<file path="config.mk">
export PLATFORM = sky130hd
export DESIGN_NAME = uart_tx
export DESIGN_NICKNAME = d
export VERILOG_FILES = /design/src/rtl/uart_tx.sv
export SDC_FILE = /design/constraint.sdc
export NUM_CORES = 1
export LEC_CHECK = 0
export ABC_CLOCK_PERIOD_IN_PS = 1800
export CAP_MARGIN = 20
export CORE_MARGIN = 8
export CORE_UTILIZATION = 45
export CTS_CLUSTER_DIAMETER = 100
export DETAILED_ROUTE_END_ITERATION = 12
export HOLD_SLACK_MARGIN = 0.05
export PLACE_DENSITY = 0.66
export SLEW_MARGIN = 30
export SYNTH_ARGS = -nofsm -noshare
export SYNTH_HDL_FRONTEND = slang
export SYNTH_SLANG_ARGS = --single-unit
</file>
<file path="constraint.sdc">
create_clock -name clk_i -period 1.8 [get_ports clk_i]
set_input_delay 0.36 -clock clk_i [delete_from_list [all_inputs] [get_ports clk_i]]
set_output_delay 0.36 -clock clk_i [all_outputs]
set_load 0.03 [all_outputs]
</file>
<file path="src/rtl/uart_tx.sv">
// ---------------------------------------------------------------------------
// uart_tx
// Serial UART transmitter: 8 data bits, LSB first, idle-high line,
// configurable bit period and 1 or 2 stop bits. A byte is taken from a
// valid/ready handshake and shifted out as one frame.
//
// Optional feature macro: UART_TX_PARITY_EN
//   defined   : an even-parity bit (XOR of the byte) follows data bit 7
//   undefined : no parity state or logic, frame is 8N1 / 8N2
//
// Parameters
//   CLKS_PER_BIT : clock cycles per serial bit (>= 2)
//   STOP_BITS    : number of stop bits, 1 or 2
//
// Ports
//   clk_i      : master clock
//   rst_n_i    : asynchronous active-low reset
//   tx_data_i  : byte to send, sampled only on the handshake edge
//   tx_valid_i : a byte is offered
//   tx_ready_o : block can accept a byte (high only in IDLE)
//   tx_o       : registered serial line, idle high
//   tx_busy_o  : a frame is in progress
//   tx_done_o  : one-cycle pulse in the first IDLE cycle after a frame
// ---------------------------------------------------------------------------
module uart_tx #(
   parameter int CLKS_PER_BIT = 434,
   parameter int STOP_BITS    = 1
) (
   input  logic       clk_i,
   input  logic       rst_n_i,
   input  logic [7:0] tx_data_i,
   input  logic       tx_valid_i,
   output logic       tx_ready_o,
   output logic       tx_o,
   output logic       tx_busy_o,
   output logic       tx_done_o
);

   localparam int CW = (CLKS_PER_BIT > 1) ? $clog2(CLKS_PER_BIT) : 1;

`ifdef UART_TX_PARITY_EN
   typedef enum logic [2:0] {IDLE, START, DATA, PARITY, STOP} state_t;
`else
   typedef enum logic [2:0] {IDLE, START, DATA, STOP} state_t;
`endif

   state_t          state;
   state_t          state_nx;
   logic [CW-1:0]   baud_cnt;
   logic [2:0]      bit_idx;
   logic            stop_cnt;
   logic [7:0]      data_q;
   logic            tx_q;
   logic            tx_nx;
   logic            done_q;
   logic            done_nx;
   logic            accept;
   logic            bit_end;
   logic            last_stop;

   assign accept    = tx_valid_i && (state == IDLE);
   assign bit_end   = (baud_cnt == CW'(CLKS_PER_BIT - 1));
   // A single stop counter bit covers both legal stop-bit counts.
   assign last_stop = (stop_cnt == 1'(STOP_BITS - 1));

   // ------------------------------------------------------------------
   // State register
   // ------------------------------------------------------------------
   always_ff @(posedge clk_i or negedge rst_n_i) begin
      if (!rst_n_i) state <= IDLE;
      else          state <= state_nx;
   end

   // ------------------------------------------------------------------
   // Next state and next line level. The line level is computed for the
   // state being entered so that tx_o changes on the same edge as the
   // state, giving zero latency from the transfer edge to the start bit.
   // ------------------------------------------------------------------
   always_comb begin
      state_nx = state;
      tx_nx    = tx_q;
      done_nx  = 1'b0;
      case (state)
         IDLE: begin
            tx_nx = 1'b1;
            if (accept) begin
               state_nx = START;
               tx_nx    = 1'b0;
            end
         end
         START: begin
            if (bit_end) begin
               state_nx = DATA;
               tx_nx    = data_q[0];
            end
         end
         DATA: begin
            if (bit_end) begin
               if (bit_idx == 3'd7) begin
`ifdef UART_TX_PARITY_EN
                  state_nx = PARITY;
                  tx_nx    = ^data_q;
`else
                  state_nx = STOP;
                  tx_nx    = 1'b1;
`endif
               end else begin
                  tx_nx = data_q[bit_idx + 3'd1];
               end
            end
         end
`ifdef UART_TX_PARITY_EN
         PARITY: begin
            if (bit_end) begin
               state_nx = STOP;
               tx_nx    = 1'b1;
            end
         end
`endif
         STOP: begin
            tx_nx = 1'b1;
            if (bit_end && last_stop) begin
               state_nx = IDLE;
               done_nx  = 1'b1;
            end
         end
         default: begin
            state_nx = IDLE;
            tx_nx    = 1'b1;
         end
      endcase
   end

   // ------------------------------------------------------------------
   // Datapath: baud counter, bit index, stop counter, byte latch, outputs
   // ------------------------------------------------------------------
   always_ff @(posedge clk_i or negedge rst_n_i) begin
      if (!rst_n_i) begin
         baud_cnt <= '0;
         bit_idx  <= '0;
         stop_cnt <= 1'b0;
         data_q   <= '0;
         tx_q     <= 1'b1;
         done_q   <= 1'b0;
      end else begin
         // Held at zero in IDLE so the start bit gets a full period.
         if (state == IDLE || bit_end) baud_cnt <= '0;
         else                          baud_cnt <= baud_cnt + CW'(1);

         // Index wraps 7 -> 0 naturally as DATA is left.
         if (state != DATA)  bit_idx <= '0;
         else if (bit_end)   bit_idx <= bit_idx + 3'd1;

         if (state != STOP)  stop_cnt <= 1'b0;
         else if (bit_end)   stop_cnt <= last_stop ? 1'b0 : 1'b1;

         if (accept) data_q <= tx_data_i;

         tx_q   <= tx_nx;
         done_q <= done_nx;
      end
   end

   assign tx_ready_o = (state == IDLE);
   assign tx_busy_o  = (state != IDLE);
   assign tx_o       = tx_q;
   assign tx_done_o  = done_q;

endmodule

</file>
==> flow_summary.yaml <==
job:
  drv_cap: 0
floorplan:
  coreArea_um2: 2660
  num_io_pins: 15
  initial_core_util_pct: 45.6
  dieHeight_um: 67.9
  die_w_um: 67.9
  rows: 19
  dieArea_um2: 4610
clock_tree:
  path_clk_slew_ns: 0.13
  clock_sinks: 24
  tritoncts: "done"
  cts_buffers: 3
  cts.path.max_buffers: 2
  root_buffer: "clkbuf_4"
  insertion_delay_ns: 0.32
  htree_levels: 1
setup_path:
  r2r_end: "state[1]"
  reg2reg_from: "state[1]"
  crit_arrival_ns: 2.15
  required_ns: 2.02
  path_class: "reg2reg"
  end_kind: "register"
  critPathBufInv: 2
  critPathMaxStageDelay_ns: 0.44
  crit_family: "flip-flops"
  r2r_setup_slack_ns: -0.13
  reg2reg_depth: 6
  cp_slowest_cell: "dfrtp_2"
  path_max_fanout: 4
  start_kind: "register"
  crit_chain: "inv_2, ha_4, or3_1, a222oi_1, buf_4, mux2_4"
sta:
  clock.fmax_mhz: 518
  slew_violations: 0
  period_share_pct: 107
  worstMarginPinSlew_ns: 0.339
  slew_headroom_pct: 77.4
  fin_ws_ns: -0.129
  final-setup-viol-count: 3
  timing_hold_violations_final: 0
  min_period_ns: 1.93
  fin_tns_setup_ns: -0.245
  fin_worst_skew_ns: 0.00738
  rsz0062_at_grt: "yes"
worst_hold_path:
  hold_path_class: "in2async"
global_routing:
  grt_max_degree: 25
  grt-ovfl-total: 0
  grt_pass1_wl_um: 3860
  grt_pass1_vias: 915
  track_usage_pct: 10.8
  antenna_found_initial: 0
cells_and_area:
  syn_to_final_growth_pct: 30.5
  insertedDiodeCount: 0
  fillCellCount: 228
  drive_above_1_share_pct: 31.3
  nNetsFinal: 155
  final_area_um2: 1580
route:
  postRouteAntennaNets: 0
  wl_per_cell_um: 13.8
  dr.pass1.iters: 4
  route.detailed.drc: 0
  wirelength_um: 2270
  viasPerCell: 5.26
  num_vias: 868
  drt_iter0_markers: 32
placed_design:
  place.gp.congestion: 0.784
  place_hpwl_um: 1690
  placed_area_um2: 1490
  io_buffers: 14
synthesis:
  synth_top_area_share_pct: 47.4
  ys_seq_area_share_pct: 49.6
  syn_avg_cell_area_um2: 11.8
  synth_warnings: 0
  syn_area_um2: 1210
  yosys.area.top_type: "dfrtp_1"
  syn_inst: 103
  synthDistinctLibCells: 27
  syn-num-nets: 123
  ys_top_cells_by_area: "dfrtp_1 47%, ha_1 9.3%, mux2_2 7.4%"
  synth-seq-cells: 24
status:
  status: "complete, but fails checks"
  violations: "setup timing"
power_and_ir_drop:
  p_clk_share_pct: 30.2
  switching_share_pct: 21.2
  ir_drop_v: 0.000421
  p_comb_share_pct: 4.1
  p_leak_nw: 0.692
  internal_power_uw: 646
  power_switching_uw: 174
  p_per_area_nw_per_um2: 518
  seqPwrFrac_pct: 65.7
power by group through the flow:
stage / combinational, mW / sequential [mW] / clock [mW]
finish: 0.0335 / 0.539 / 0.248
global route: 0.0378 / 0.539 / 0.274
CTS: 0.0349 / 0.539 / 0.262
detailed placement: 0.0348 / 0.549 / 0
global placement: 0.0345 / 0.549 / 0
floorplan: 0.000863 / 0.550 / 0
layout make-up:
cell class / count / area, um2 / share of cell area, %
timing repair buffer: 28 / 239 / 15.1
multi-input combinational: 70 / 646 / 40.8
tap: 31 / 38.8 / 2.45
inverter: 8 / 30.0 / 1.90
clock buffer: 4 / 26.3 / 1.66
sequential: 24 / 604 / 38.2
cells in the final DEF, fill, tap and decap left out, types with 2 or more instances in the layout:
cell / n
clkbuf_4: 3
buf_4: 16
dfrtp_1: 21
nand3_1: 3
inv_1: 6
mux2i_1: 7
nand2_1: 4
nor2_1: 16
mux2_2: 8
inv_2: 2
xnor2_1: 4
xor2_1: 4
clkdlybuf4s50_1: 11
ha_1: 3
dfrtp_2: 2
ha_4: 5
worst max path at each step:
| stage | slack [ns] | start | endpoint | cells after the start |
|---|---|---|---|---|
| after floorplan | -0.04 | state[0] | state[1] | 5 |
| after global placement | -0.07 | state[0] | state[1] | 4 |
| after detailed placement | -0.13 | state[1] | state[1] | 5 |
| after CTS | -0.15 | state[0] | state[1] | 5 |
| after global routing | -0.16 | state[1] | state[1] | 6 |
| final | -0.13 | state[1] | state[1] | 6 |
per-layer routing:
layer | global-route usage [%] | share of wire, % | vias to the layer above
met5 | 0 | 0 | -
met4 | 6.91 | 3.0 | 0
met3 | 2.29 | 3.5 | 7
met2 | 18.8 | 53 | 18
met1 | 11.8 | 41 | 427
li1 | - | - | 416
kinds of logic (layout without fill, tap and decap cells):
group / count (synthesis) / after routing / synth area share (%)
mux: 17 / 17 / 16.0
xor+xnor: 8 / 8 / 5.77
buf+inv: 9 / 40 / 2.89
compound gates: 5 / 5 / 3.51
simple gates: 31 / 31 / 13.0
fa+ha+maj: 9 / 9 / 9.28
flops: 24 / 24 / 49.6
synthesized netlist by cell type, drive strengths merged:
| master | n |
|---|---|
| dfstp | 1 |
| or2 | 1 |
| or3 | 1 |
| nand4 | 2 |
| and4b | 1 |
| buf | 1 |
| inv | 8 |
| nor2 | 16 |
| o211ai | 1 |
| and2 | 1 |
| mux2i | 7 |
| ha | 9 |
| a211o | 1 |
| mux2 | 9 |
| a221oi | 1 |
| mux4 | 1 |
| a21o | 1 |
| xor2 | 4 |
| nand3 | 3 |
| dfrtp | 23 |
| and3 | 1 |
| xnor2 | 4 |
| a222oi | 1 |
| nand2 | 4 |
| nor3 | 1 |
stage by stage:
stage | power [mW] | util [%] | setup WS, ns | hold slack [ns] | cells
floorplan | 0.550 | - | -0.0383 | 0.0644 | 103
global placement | 0.584 | 55.9 | -0.0748 | 0.496 | 157
detailed placement | 0.584 | 55.9 | -0.134 | 0.501 | 157
CTS | 0.836 | 57.4 | -0.147 | 0.385 | 161
global route | 0.852 | 59.5 | -0.159 | 0.388 | 165
finish | 0.820 | 59.5 | -0.129 | 0.378 | 165
timing repair:
action,4_1_cts,5_1_grt
endpoints found under the setup margin,5,4
gates resized for setup,6,4
cloned,0,0
buffers inserted,0,4
hold buffers,0,0
pin swaps,0,4
registers in the layout, indices dropped and copies added (netlist names):
signal     cells
baud_cnt       9
bit_idx        3
data_q         8
state          2
tx_done_o      1
tx_o           1
(Power assumes the default switching activity.)
